--- src/rtl/conv_loader_if.sv ---
// Signal bundle between the conv loader and its surroundings: byte stream in,
// 3x3 weights / 4x4 map / control to the conv engine, result stream out.
interface conv_loader_if;
   logic       s_valid;
   logic [7:0] s_data;
   logic       s_ready;
   logic       reuse_w;

   logic [7:0] w_11, w_12, w_13, w_21, w_22, w_23, w_31, w_32, w_33;
   logic [7:0] in_11, in_12, in_13, in_14, in_21, in_22, in_23, in_24;
   logic [7:0] in_31, in_32, in_33, in_34, in_41, in_42, in_43, in_44;

   logic       weight_load;
   logic       start;
   logic       done;
   logic [7:0] conv_out_11, conv_out_12, conv_out_21, conv_out_22;

   logic       m_valid;
   logic [7:0] m_data;
   logic       m_ready;

   logic       busy;
   logic       err_timeout;

   // master is the loader itself; slave is the stream source/sink and conv engine
   modport master (
      input  s_valid, s_data, reuse_w, done, m_ready,
      input  conv_out_11, conv_out_12, conv_out_21, conv_out_22,
      output s_ready, weight_load, start, m_valid, m_data, busy, err_timeout,
      output w_11, w_12, w_13, w_21, w_22, w_23, w_31, w_32, w_33,
      output in_11, in_12, in_13, in_14, in_21, in_22, in_23, in_24,
      output in_31, in_32, in_33, in_34, in_41, in_42, in_43, in_44
   );

   modport slave (
      output s_valid, s_data, reuse_w, done, m_ready,
      output conv_out_11, conv_out_12, conv_out_21, conv_out_22,
      input  s_ready, weight_load, start, m_valid, m_data, busy, err_timeout,
      input  w_11, w_12, w_13, w_21, w_22, w_23, w_31, w_32, w_33,
      input  in_11, in_12, in_13, in_14, in_21, in_22, in_23, in_24,
      input  in_31, in_32, in_33, in_34, in_41, in_42, in_43, in_44
   );
endinterface

--- src/rtl/conv_loader.sv ---
// Loads 3x3 weights and a 4x4 input map from a byte stream, kicks the conv
// engine, waits for done (with timeout) and streams the four results out.
module conv_loader #(
   parameter int TIMEOUT = 31
) (
   input logic           clk,
   input logic           rst,
   conv_loader_if.master io_bus
);
   localparam int CW = (TIMEOUT < 2) ? 1 : $clog2(TIMEOUT);

   typedef enum logic [2:0] {LOAD_W, LOAD_A, WLOAD, START, WAIT, OUT} state_t;

   state_t         r_state;
   state_t         w_next;
   state_t         w_boundary;
   logic [3:0]     r_byteCnt;
   logic [CW-1:0]  r_waitCnt;
   logic [1:0]     r_outIdx;
   logic           r_wv;
   logic           r_wThisFrame;
   logic           r_err;
   logic [7:0]     r_w   [9];
   logic [7:0]     r_in  [16];
   logic [7:0]     r_res [4];

   logic           w_loading;
   logic           w_accept;
   logic           w_lastWait;

   assign w_loading  = (r_state == LOAD_W) || (r_state == LOAD_A);
   assign w_accept   = io_bus.s_valid && io_bus.s_ready;
   // WAIT lasts at most TIMEOUT cycles (counter values 0 .. TIMEOUT-1)
   assign w_lastWait = (r_waitCnt == CW'(TIMEOUT - 1));
   assign w_boundary = (io_bus.reuse_w && r_wv) ? LOAD_A : LOAD_W;

   always_ff @(posedge clk) begin
      if (rst) r_state <= LOAD_W;
      else     r_state <= w_next;
   end

   always_comb begin
      w_next = r_state;
      case (r_state)
         LOAD_W: if (w_accept && r_byteCnt == 4'd8) w_next = LOAD_A;
         LOAD_A: if (w_accept && r_byteCnt == 4'd15) w_next = r_wThisFrame ? WLOAD : START;
         WLOAD:  w_next = START;
         START:  w_next = WAIT;
         WAIT: begin
            if (io_bus.done)     w_next = OUT;
            else if (w_lastWait) w_next = w_boundary;
         end
         OUT:    if (io_bus.m_ready && r_outIdx == 2'd3) w_next = w_boundary;
         default: w_next = LOAD_W;
      endcase
   end

   // One byte counter serves both load phases; it wraps to 0 at the end of each.
   always_ff @(posedge clk) begin
      if (rst) begin
         r_byteCnt    <= '0;
         r_waitCnt    <= '0;
         r_outIdx     <= '0;
         r_wv         <= 1'b0;
         r_wThisFrame <= 1'b0;
         r_err        <= 1'b0;
         for (int i = 0; i < 9; i++)  r_w[i]   <= '0;
         for (int i = 0; i < 16; i++) r_in[i]  <= '0;
         for (int i = 0; i < 4; i++)  r_res[i] <= '0;
      end else begin
         case (r_state)
            LOAD_W: begin
               if (w_accept) begin
                  r_w[r_byteCnt] <= io_bus.s_data;
                  if (r_byteCnt == 4'd8) begin
                     r_byteCnt    <= '0;
                     r_wv         <= 1'b1;
                     r_wThisFrame <= 1'b1;
                  end else begin
                     r_byteCnt <= r_byteCnt + 4'd1;
                  end
               end
            end
            LOAD_A: begin
               if (w_accept) begin
                  r_in[r_byteCnt] <= io_bus.s_data;
                  r_byteCnt       <= r_byteCnt + 4'd1;
                  if (r_byteCnt == 4'd15) r_wThisFrame <= 1'b0;
               end
            end
            START: r_waitCnt <= '0;
            WAIT: begin
               if (io_bus.done) begin
                  r_res[0] <= io_bus.conv_out_11;
                  r_res[1] <= io_bus.conv_out_12;
                  r_res[2] <= io_bus.conv_out_21;
                  r_res[3] <= io_bus.conv_out_22;
                  r_outIdx <= '0;
               end else if (w_lastWait) begin
                  r_err <= 1'b1;
               end else begin
                  r_waitCnt <= r_waitCnt + CW'(1);
               end
            end
            OUT: if (io_bus.m_ready) r_outIdx <= r_outIdx + 2'd1;
            default: ;
         endcase
      end
   end

   assign io_bus.s_ready     = w_loading && !rst;
   assign io_bus.busy        = !w_loading;
   assign io_bus.weight_load = (r_state == WLOAD);
   assign io_bus.start       = (r_state == START);
   assign io_bus.m_valid     = (r_state == OUT);
   assign io_bus.m_data      = r_res[r_outIdx];
   assign io_bus.err_timeout = r_err;

   assign io_bus.w_11  = r_w[0];   assign io_bus.w_12  = r_w[1];   assign io_bus.w_13  = r_w[2];
   assign io_bus.w_21  = r_w[3];   assign io_bus.w_22  = r_w[4];   assign io_bus.w_23  = r_w[5];
   assign io_bus.w_31  = r_w[6];   assign io_bus.w_32  = r_w[7];   assign io_bus.w_33  = r_w[8];

   assign io_bus.in_11 = r_in[0];  assign io_bus.in_12 = r_in[1];  assign io_bus.in_13 = r_in[2];
   assign io_bus.in_14 = r_in[3];  assign io_bus.in_21 = r_in[4];  assign io_bus.in_22 = r_in[5];
   assign io_bus.in_23 = r_in[6];  assign io_bus.in_24 = r_in[7];  assign io_bus.in_31 = r_in[8];
   assign io_bus.in_32 = r_in[9];  assign io_bus.in_33 = r_in[10]; assign io_bus.in_34 = r_in[11];
   assign io_bus.in_41 = r_in[12]; assign io_bus.in_42 = r_in[13]; assign io_bus.in_43 = r_in[14];
   assign io_bus.in_44 = r_in[15];
endmodule

--- src/flat_wrapper.sv ---
// flat-port wrapper written by rule: the top's interface ports become plain ports
module conv_loader_flat 
#(
   parameter int TIMEOUT = 31
)
  (clk, rst, io_bus_s_valid, io_bus_s_data, io_bus_reuse_w, io_bus_done, io_bus_m_ready, io_bus_conv_out_11, io_bus_conv_out_12, io_bus_conv_out_21, io_bus_conv_out_22, io_bus_s_ready, io_bus_weight_load, io_bus_start, io_bus_m_valid, io_bus_m_data, io_bus_busy, io_bus_err_timeout, io_bus_w_11, io_bus_w_12, io_bus_w_13, io_bus_w_21, io_bus_w_22, io_bus_w_23, io_bus_w_31, io_bus_w_32, io_bus_w_33, io_bus_in_11, io_bus_in_12, io_bus_in_13, io_bus_in_14, io_bus_in_21, io_bus_in_22, io_bus_in_23, io_bus_in_24, io_bus_in_31, io_bus_in_32, io_bus_in_33, io_bus_in_34, io_bus_in_41, io_bus_in_42, io_bus_in_43, io_bus_in_44);
  conv_loader_if io_bus_i ();
  input logic clk;
  input logic rst;
  input wire logic [$bits(io_bus_i.s_valid)-1:0] io_bus_s_valid;
  input wire logic [$bits(io_bus_i.s_data)-1:0] io_bus_s_data;
  input wire logic [$bits(io_bus_i.reuse_w)-1:0] io_bus_reuse_w;
  input wire logic [$bits(io_bus_i.done)-1:0] io_bus_done;
  input wire logic [$bits(io_bus_i.m_ready)-1:0] io_bus_m_ready;
  input wire logic [$bits(io_bus_i.conv_out_11)-1:0] io_bus_conv_out_11;
  input wire logic [$bits(io_bus_i.conv_out_12)-1:0] io_bus_conv_out_12;
  input wire logic [$bits(io_bus_i.conv_out_21)-1:0] io_bus_conv_out_21;
  input wire logic [$bits(io_bus_i.conv_out_22)-1:0] io_bus_conv_out_22;
  output wire logic [$bits(io_bus_i.s_ready)-1:0] io_bus_s_ready;
  output wire logic [$bits(io_bus_i.weight_load)-1:0] io_bus_weight_load;
  output wire logic [$bits(io_bus_i.start)-1:0] io_bus_start;
  output wire logic [$bits(io_bus_i.m_valid)-1:0] io_bus_m_valid;
  output wire logic [$bits(io_bus_i.m_data)-1:0] io_bus_m_data;
  output wire logic [$bits(io_bus_i.busy)-1:0] io_bus_busy;
  output wire logic [$bits(io_bus_i.err_timeout)-1:0] io_bus_err_timeout;
  output wire logic [$bits(io_bus_i.w_11)-1:0] io_bus_w_11;
  output wire logic [$bits(io_bus_i.w_12)-1:0] io_bus_w_12;
  output wire logic [$bits(io_bus_i.w_13)-1:0] io_bus_w_13;
  output wire logic [$bits(io_bus_i.w_21)-1:0] io_bus_w_21;
  output wire logic [$bits(io_bus_i.w_22)-1:0] io_bus_w_22;
  output wire logic [$bits(io_bus_i.w_23)-1:0] io_bus_w_23;
  output wire logic [$bits(io_bus_i.w_31)-1:0] io_bus_w_31;
  output wire logic [$bits(io_bus_i.w_32)-1:0] io_bus_w_32;
  output wire logic [$bits(io_bus_i.w_33)-1:0] io_bus_w_33;
  output wire logic [$bits(io_bus_i.in_11)-1:0] io_bus_in_11;
  output wire logic [$bits(io_bus_i.in_12)-1:0] io_bus_in_12;
  output wire logic [$bits(io_bus_i.in_13)-1:0] io_bus_in_13;
  output wire logic [$bits(io_bus_i.in_14)-1:0] io_bus_in_14;
  output wire logic [$bits(io_bus_i.in_21)-1:0] io_bus_in_21;
  output wire logic [$bits(io_bus_i.in_22)-1:0] io_bus_in_22;
  output wire logic [$bits(io_bus_i.in_23)-1:0] io_bus_in_23;
  output wire logic [$bits(io_bus_i.in_24)-1:0] io_bus_in_24;
  output wire logic [$bits(io_bus_i.in_31)-1:0] io_bus_in_31;
  output wire logic [$bits(io_bus_i.in_32)-1:0] io_bus_in_32;
  output wire logic [$bits(io_bus_i.in_33)-1:0] io_bus_in_33;
  output wire logic [$bits(io_bus_i.in_34)-1:0] io_bus_in_34;
  output wire logic [$bits(io_bus_i.in_41)-1:0] io_bus_in_41;
  output wire logic [$bits(io_bus_i.in_42)-1:0] io_bus_in_42;
  output wire logic [$bits(io_bus_i.in_43)-1:0] io_bus_in_43;
  output wire logic [$bits(io_bus_i.in_44)-1:0] io_bus_in_44;
  assign io_bus_i.s_valid = io_bus_s_valid;
  assign io_bus_i.s_data = io_bus_s_data;
  assign io_bus_i.reuse_w = io_bus_reuse_w;
  assign io_bus_i.done = io_bus_done;
  assign io_bus_i.m_ready = io_bus_m_ready;
  assign io_bus_i.conv_out_11 = io_bus_conv_out_11;
  assign io_bus_i.conv_out_12 = io_bus_conv_out_12;
  assign io_bus_i.conv_out_21 = io_bus_conv_out_21;
  assign io_bus_i.conv_out_22 = io_bus_conv_out_22;
  assign io_bus_s_ready = io_bus_i.s_ready;
  assign io_bus_weight_load = io_bus_i.weight_load;
  assign io_bus_start = io_bus_i.start;
  assign io_bus_m_valid = io_bus_i.m_valid;
  assign io_bus_m_data = io_bus_i.m_data;
  assign io_bus_busy = io_bus_i.busy;
  assign io_bus_err_timeout = io_bus_i.err_timeout;
  assign io_bus_w_11 = io_bus_i.w_11;
  assign io_bus_w_12 = io_bus_i.w_12;
  assign io_bus_w_13 = io_bus_i.w_13;
  assign io_bus_w_21 = io_bus_i.w_21;
  assign io_bus_w_22 = io_bus_i.w_22;
  assign io_bus_w_23 = io_bus_i.w_23;
  assign io_bus_w_31 = io_bus_i.w_31;
  assign io_bus_w_32 = io_bus_i.w_32;
  assign io_bus_w_33 = io_bus_i.w_33;
  assign io_bus_in_11 = io_bus_i.in_11;
  assign io_bus_in_12 = io_bus_i.in_12;
  assign io_bus_in_13 = io_bus_i.in_13;
  assign io_bus_in_14 = io_bus_i.in_14;
  assign io_bus_in_21 = io_bus_i.in_21;
  assign io_bus_in_22 = io_bus_i.in_22;
  assign io_bus_in_23 = io_bus_i.in_23;
  assign io_bus_in_24 = io_bus_i.in_24;
  assign io_bus_in_31 = io_bus_i.in_31;
  assign io_bus_in_32 = io_bus_i.in_32;
  assign io_bus_in_33 = io_bus_i.in_33;
  assign io_bus_in_34 = io_bus_i.in_34;
  assign io_bus_in_41 = io_bus_i.in_41;
  assign io_bus_in_42 = io_bus_i.in_42;
  assign io_bus_in_43 = io_bus_i.in_43;
  assign io_bus_in_44 = io_bus_i.in_44;
  conv_loader #(.TIMEOUT(TIMEOUT)) u_core (.clk(clk), .rst(rst), .io_bus(io_bus_i));
endmodule
--- config.mk ---
export PLATFORM = sky130hd
export DESIGN_NAME = conv_loader_flat
export DESIGN_NICKNAME = d
export VERILOG_FILES = /design/src/rtl/conv_loader_if.sv /design/src/rtl/conv_loader.sv /design/src/flat_wrapper.sv
export SDC_FILE = /design/constraint.sdc
export NUM_CORES = 1
export LEC_CHECK = 0
export ABC_CLOCK_PERIOD_IN_PS = 3550
export CAP_MARGIN = 20
export CORE_ASPECT_RATIO = 1.75
export CORE_MARGIN = 5
export CORE_UTILIZATION = 30
export CTS_CLUSTER_DIAMETER = 50
export DETAILED_ROUTE_END_ITERATION = 6
export PLACE_DENSITY = 0.51
export SLEW_MARGIN = 20
export SYNTH_ARGS = -nofsm -noshare
export SYNTH_HDL_FRONTEND = slang
export SYNTH_SLANG_ARGS = --single-unit
--- constraint.sdc ---
create_clock -name clk -period 3.55 [get_ports clk]
set_clock_uncertainty 0.15 [all_clocks]
set_input_delay 0.71 -clock clk [delete_from_list [all_inputs] [get_ports clk]]
set_output_delay 0.71 -clock clk [all_outputs]
set_load 0.02 [all_outputs]
-- Yosys cells after proc, flatten, opt, wreduce, memory -nomap -nowiden
Memories as Yosys holds them, arrays and structs flattened. A register that Yosys moved wholly into a read port is not among the register bits.
Cells that the tools add are included.
- memory bits (writable): 232
- memories kept: 3
- memory bits (read-only): 0
- output and inout bits: 214
- word-level logic and storage cells: 109
- bits in latches: 0
- register bits: 17
- div/mod/pow operators: 0
- equality and inequality tests: 21
- reduce and logical (&&, ||, !) cells: 22
- add/sub/neg operators: 3
- shift operators: 0
- bitwise gates (word level): 5
- order comparisons: 0
- muxes and demuxes: 48
- multipliers: 0
- memory list (memory ; words ; bits a word ; read ports ; clocked after Yosys merged registers in ; wr ports ; RTL line ; RTL):
    u_core.r_in ; 16 ; 8 ; 16 ; 0 ; 16 ; conv_loader.sv:24 ; logic [7:0] r_in [16];
    u_core.r_w ; 9 ; 8 ; 9 ; 0 ; 9 ; conv_loader.sv:23 ; logic [7:0] r_w [9];
    u_core.r_res ; 4 ; 8 ; 1 ; 1 ; 4 ; conv_loader.sv:25 ; logic [7:0] r_res [4];
- operator list (kind ; count):
    8-bit two-way mux ; 6
    1-bit two-way mux ; 21
    4-bit two-way mux ; 5
    3-bit one-hot mux with 6 select lines ; 1
    2-bit inequality test (second input constant) ; 8
    8-bit OR reduction ; 2
    3-bit two-way mux ; 5
    3-bit AND reduction ; 5
    5-bit two-way mux ; 2
    5-bit one-hot mux with 2 select lines ; 1
    4-bit == test (second input constant) ; 2
    2-bit two-way mux ; 4
    4-bit one-hot mux with 2 select lines ; 1
    3-bit by 2-bit == test with 1-bit output (second input constant) ; 2
    3-bit == test (second input constant) ; 2
    1-bit logical AND ; 6
    2-bit by 1-bit inequality test with 1-bit output (second input constant) ; 3
    2-bit nonzero test ; 3
    5-bit by 1-bit adder with 5-bit output (second input constant) ; 1
    5-bit == test (second input constant) ; 1
    5-bit AND reduction ; 1
    4-bit by 1-bit adder with 4-bit output (second input constant) ; 1
    1-bit bitwise OR ; 4
    2-bit one-hot mux with 2 select lines ; 1
    other kinds (10) ; 11

-- Depth between registers and ports, before layout
Gate-level depths: netlist (run 1).
- word-level depth: 10
- gate-level depth with buffers: 6

-- Least setup slack after synthesis (run 1)
Ideal clock, no wire load.
- path type: input-to-reg
- start: input port rst
- end: memory u_core.r_w[0][0] (enable)
- setup time: 0.326 ns
- setup slack: 0.947 ns
- data arrival time: 2.127 ns
- stages: 5
- required time: 3.074 ns
- cells stage by stage: buf_6 > or4b_4 > nor4_4 > buf_6 > a21o_1
- RTL lines (what ; RTL line ; RTL):
    from (decl) ; flat_wrapper.sv:9 ; input logic rst;
    to (decl) ; conv_loader.sv:23 ;

==> metrics.txt, run 1 <==
Via Count=6335; I/O Pins=260; Period minus WS final=3.22 ns; reg2reg end=u_core.r_in[8][2]; First-pass DRT Iterations=4; Worst IR Drop VDD=0.000368 V; final hold vios=0; cells after synthesis=686; r2r setup slk=0.95 ns; hold buffers post-CTS=0; total clock sinks=around 250; Setup Fix Bufs, Post-CTS=0; share of cells above drive strength 1=10.4%; Clk pwr share=39.1%; max_slew headroom=~56%; arrival time worst endpoint=around 2.4 ns; Main synth FF type=edfxtp_1; Register Area=roughly 0.0073 mm2; CTS root buf=clkbuf_16; multi-input logic area=0.00258 mm2; fin cells=1428; reg2reg start=u_core.r_byteCnt[0]; die width=149 um; register area share after synthesis=72.3%; PD cells=455 mW/mm2; post-route setup slack=0.326 ns; Worst-path clk slew=0.06 ns; TNS Setup=0 ns; combinational group share of total power=8.5%; area growth from synthesis to layout=38.7%; max frequency=310 MHz; H-Tree Depth=1; Worst Setup Path Type=register to output port; ys async rst share=0%; TritonCTS clock tree=done; WL final=between 20 and 30 mm; Via density=4.44; internal power=4930 uW; total placed cells including tap cells=1383; crit-path cells=mux4_2 > clkdlybuf4s50_1; initial core utilization=30.2%; Remaining DRCs=0; status=complete, no violations; die area=0.0378 mm2; DR iter-0 viols=368; critical path peak fanout=8; switch share=23.1%; Die Height=253 um; n_diodes=0; post-detail-place hpwl=20.9 mm; # rows=just under 90; GRT Total Usage=15.2%; Worst path slowest cell=dfxtp_1; largest net degree at the start of global routing=37; GPL Wtd Cong=0.787; Core Region=0.0336 mm2; sequential power share=52.5%; Hold Path Cell Cnt=2; Synth top area share=68.6%; Post-synth EDFFs=232; number of max-cap violations=0; Nets=~1000; Design Area, Final=about 0.014 mm2; Psw=between 1000 and 1500 uW; initial antenna violation count=0; CP max stage delay=0.68 ns; fin crit share=90.8%; number of port buffers=259; Crit. End Element=output port; wire per inst=20.6 um; filler instances=3181; Syn Area/Cell=14.8 um2; yosys warns=0; PnR Total Power=roughly 6400 uW; setup violators final=0; Critical Path RT=about 2.7 ns; CTS buffer count=25; post_cts resized=0; DP Area=0.0133 mm2; pre-CTS setup slack=0.403 ns; Overflow after GRT=0; flops & latches, synth=251; post-synthesis cell area=0.0102 mm2; Netlist cell types=46; HP Class=register to register; synth top area cells=edfxtp_1, and2_1, and3_1, dfxtp_1, mux4_2; synth cell count leaders=edfxtp_1, and2_1, and3_1; Hold Path Sink=u_core.io_bus.err_timeout; RSZ-0062 raised after global routing=no; Startpoint Class=register; min-delay src=u_core.io_bus.err_timeout; Yosys top cell by area=edfxtp_1; number of global-route vias before repair=6760; FF-to-FF path depth=5; slew of the pin with the lowest slew margin=roughly 0.66 ns; latest clock arrival within the worst-skew pair=0.53 ns; count leader, synth=edfxtp_1; clk buf depth=3; Pleak=0.00537 uW; first-pass GRT wire length=42.6 mm; Final Max Tran Viols=0; Detail Route Antenna Nets=0; syn nets=739
==> kinds of logic after synthesis <==
family	count (synthesis)	share of synthesized area [%]
and+or+nand+nor	333	20.3
DFF	251	72.3
buffers and inverters	51	2.23
AOI/OAI and AO/OA	32	2.08
muxes	10	1.98
adders and majority gates	7	0.862
xor gates and xnor gates	2	0.173
==> sequential cells by signal (all words and copies together), names as in the netlist, named ones only <==
name                       cells
u_core.r_in                  128
u_core.r_res                  32
u_core.r_state                 3
u_core.io_bus.err_timeout      1
u_core.r_w                    72
u_core.r_waitCnt               5
u_core.r_outIdx                2
u_core.r_wThisFrame            1
u_core.r_wv                    1
u_core.r_byteCnt               4
==> cell usage in the layout, fill, tap and decap left out, types with 2 or more instances in the layout <==
cell type and n:
a21o_1 8, a21oi_1 10, and2_1 169, and3_1 65, buf_4 27, clkbuf_1 4, clkbuf_16 25, clkdlybuf4s50_1 258
clkinv_1 4, clkinv_2 3, clkinv_4 4, clkinvlp_4 2, dfxtp_1 19, edfxtp_1 232, ha_1 7, inv_1 7
inv_6 2, mux4_2 8, nand2_1 8, nand2b_1 5, nand3_1 12, nand3b_1 3, nand4_1 3, nor2_1 28
nor2b_1 4, nor3_1 2, nor3_2 4, nor3b_1 3, nor4_4 2, o21ai_0 3, o31ai_1 3, or2_2 17
or3b_2 2
==> worst max path at each step <==
stage	startpoint	endpoint	slack [ns]	cells past startpoint
global placement	io_bus_s_valid	u_core.r_w[4][2]	0.46	4
CTS	register	io_bus_m_data[7]	0.19	2
floorplan	rst	u_core.r_w[0][0]	0.95	5
detailed placement	io_bus_s_valid	u_core.r_w[1][5]	0.40	5
finish	register	io_bus_m_data[7]	0.33	2
global route	register	io_bus_m_data[7]	0.12	2
==> per-layer routing <==
layer / track usage (%) / vias up / wire (um)
li1: - / 2993 / -
met1: 15.0 / 3057 / 9800
met2: 29.8 / 234 / 16500
met3: 3.76 / 51 / 1960
met4: 6.02 / 0 / 1090
met5: 0 / - / 0
==> power groups by stage <==
stage / logic (uW) / clock network (uW) / registers, uW
6_report: 544 / 2500 / 3360
5_1_grt: 575 / 2680 / 3370
4_1_cts: 556 / 2580 / 3370
3_5_place_dp: 555 / 0 / 3430
3_3_place_gp: 551 / 0 / 3430
2_1_floorplan: 121 / 0 / 3530
==> through the flow <==
| step | hold WS (ns) | util, % |
|---|---|---|
| 6_report | 0.333 | 41.9 |
| 4_1_cts | 0.343 | 41.9 |
| 2_1_floorplan | 0.290 | - |
| 3_3_place_gp | 0.315 | 39.6 |
| 3_5_place_dp | 0.328 | 39.6 |
| 5_1_grt | 0.374 | 41.9 |
==> critical path: cells and delay by family, from the launching register on <==
kind	cells	cell delay [ns]
buf+inv	1	0.56
flops	1	0.68
mux	1	0.60
==> cell type report <==
| cell class | instances | share of cell area [%] |
|---|---|---|
| inverters | 7 | 0.187 |
| clock buffers | 29 | 4.55 |
| clock inverters | 16 | 0.906 |
| repair buffers | 286 | 19.8 |
| well taps | 455 | 4.04 |
| multi-input cells | 384 | 18.3 |
| flip-flops and latches | 251 | 52.2 |
No activity file was read; power rests on OpenSTA's default activity.
==> inputs of run 2 (changes only) <==
--- a/config.mk
+++ b/config.mk
@@ -12,6 +12,7 @@
 export CORE_UTILIZATION = 30
 export CTS_CLUSTER_DIAMETER = 50
 export DETAILED_ROUTE_END_ITERATION = 6
+export HOLD_SLACK_MARGIN = 0.06
 export PLACE_DENSITY = 0.51
 export SLEW_MARGIN = 20
 export SYNTH_ARGS = -nofsm -noshare
==> results of run 2 <==
The final DEF is identical to that of run 1; final timing and power are the same.
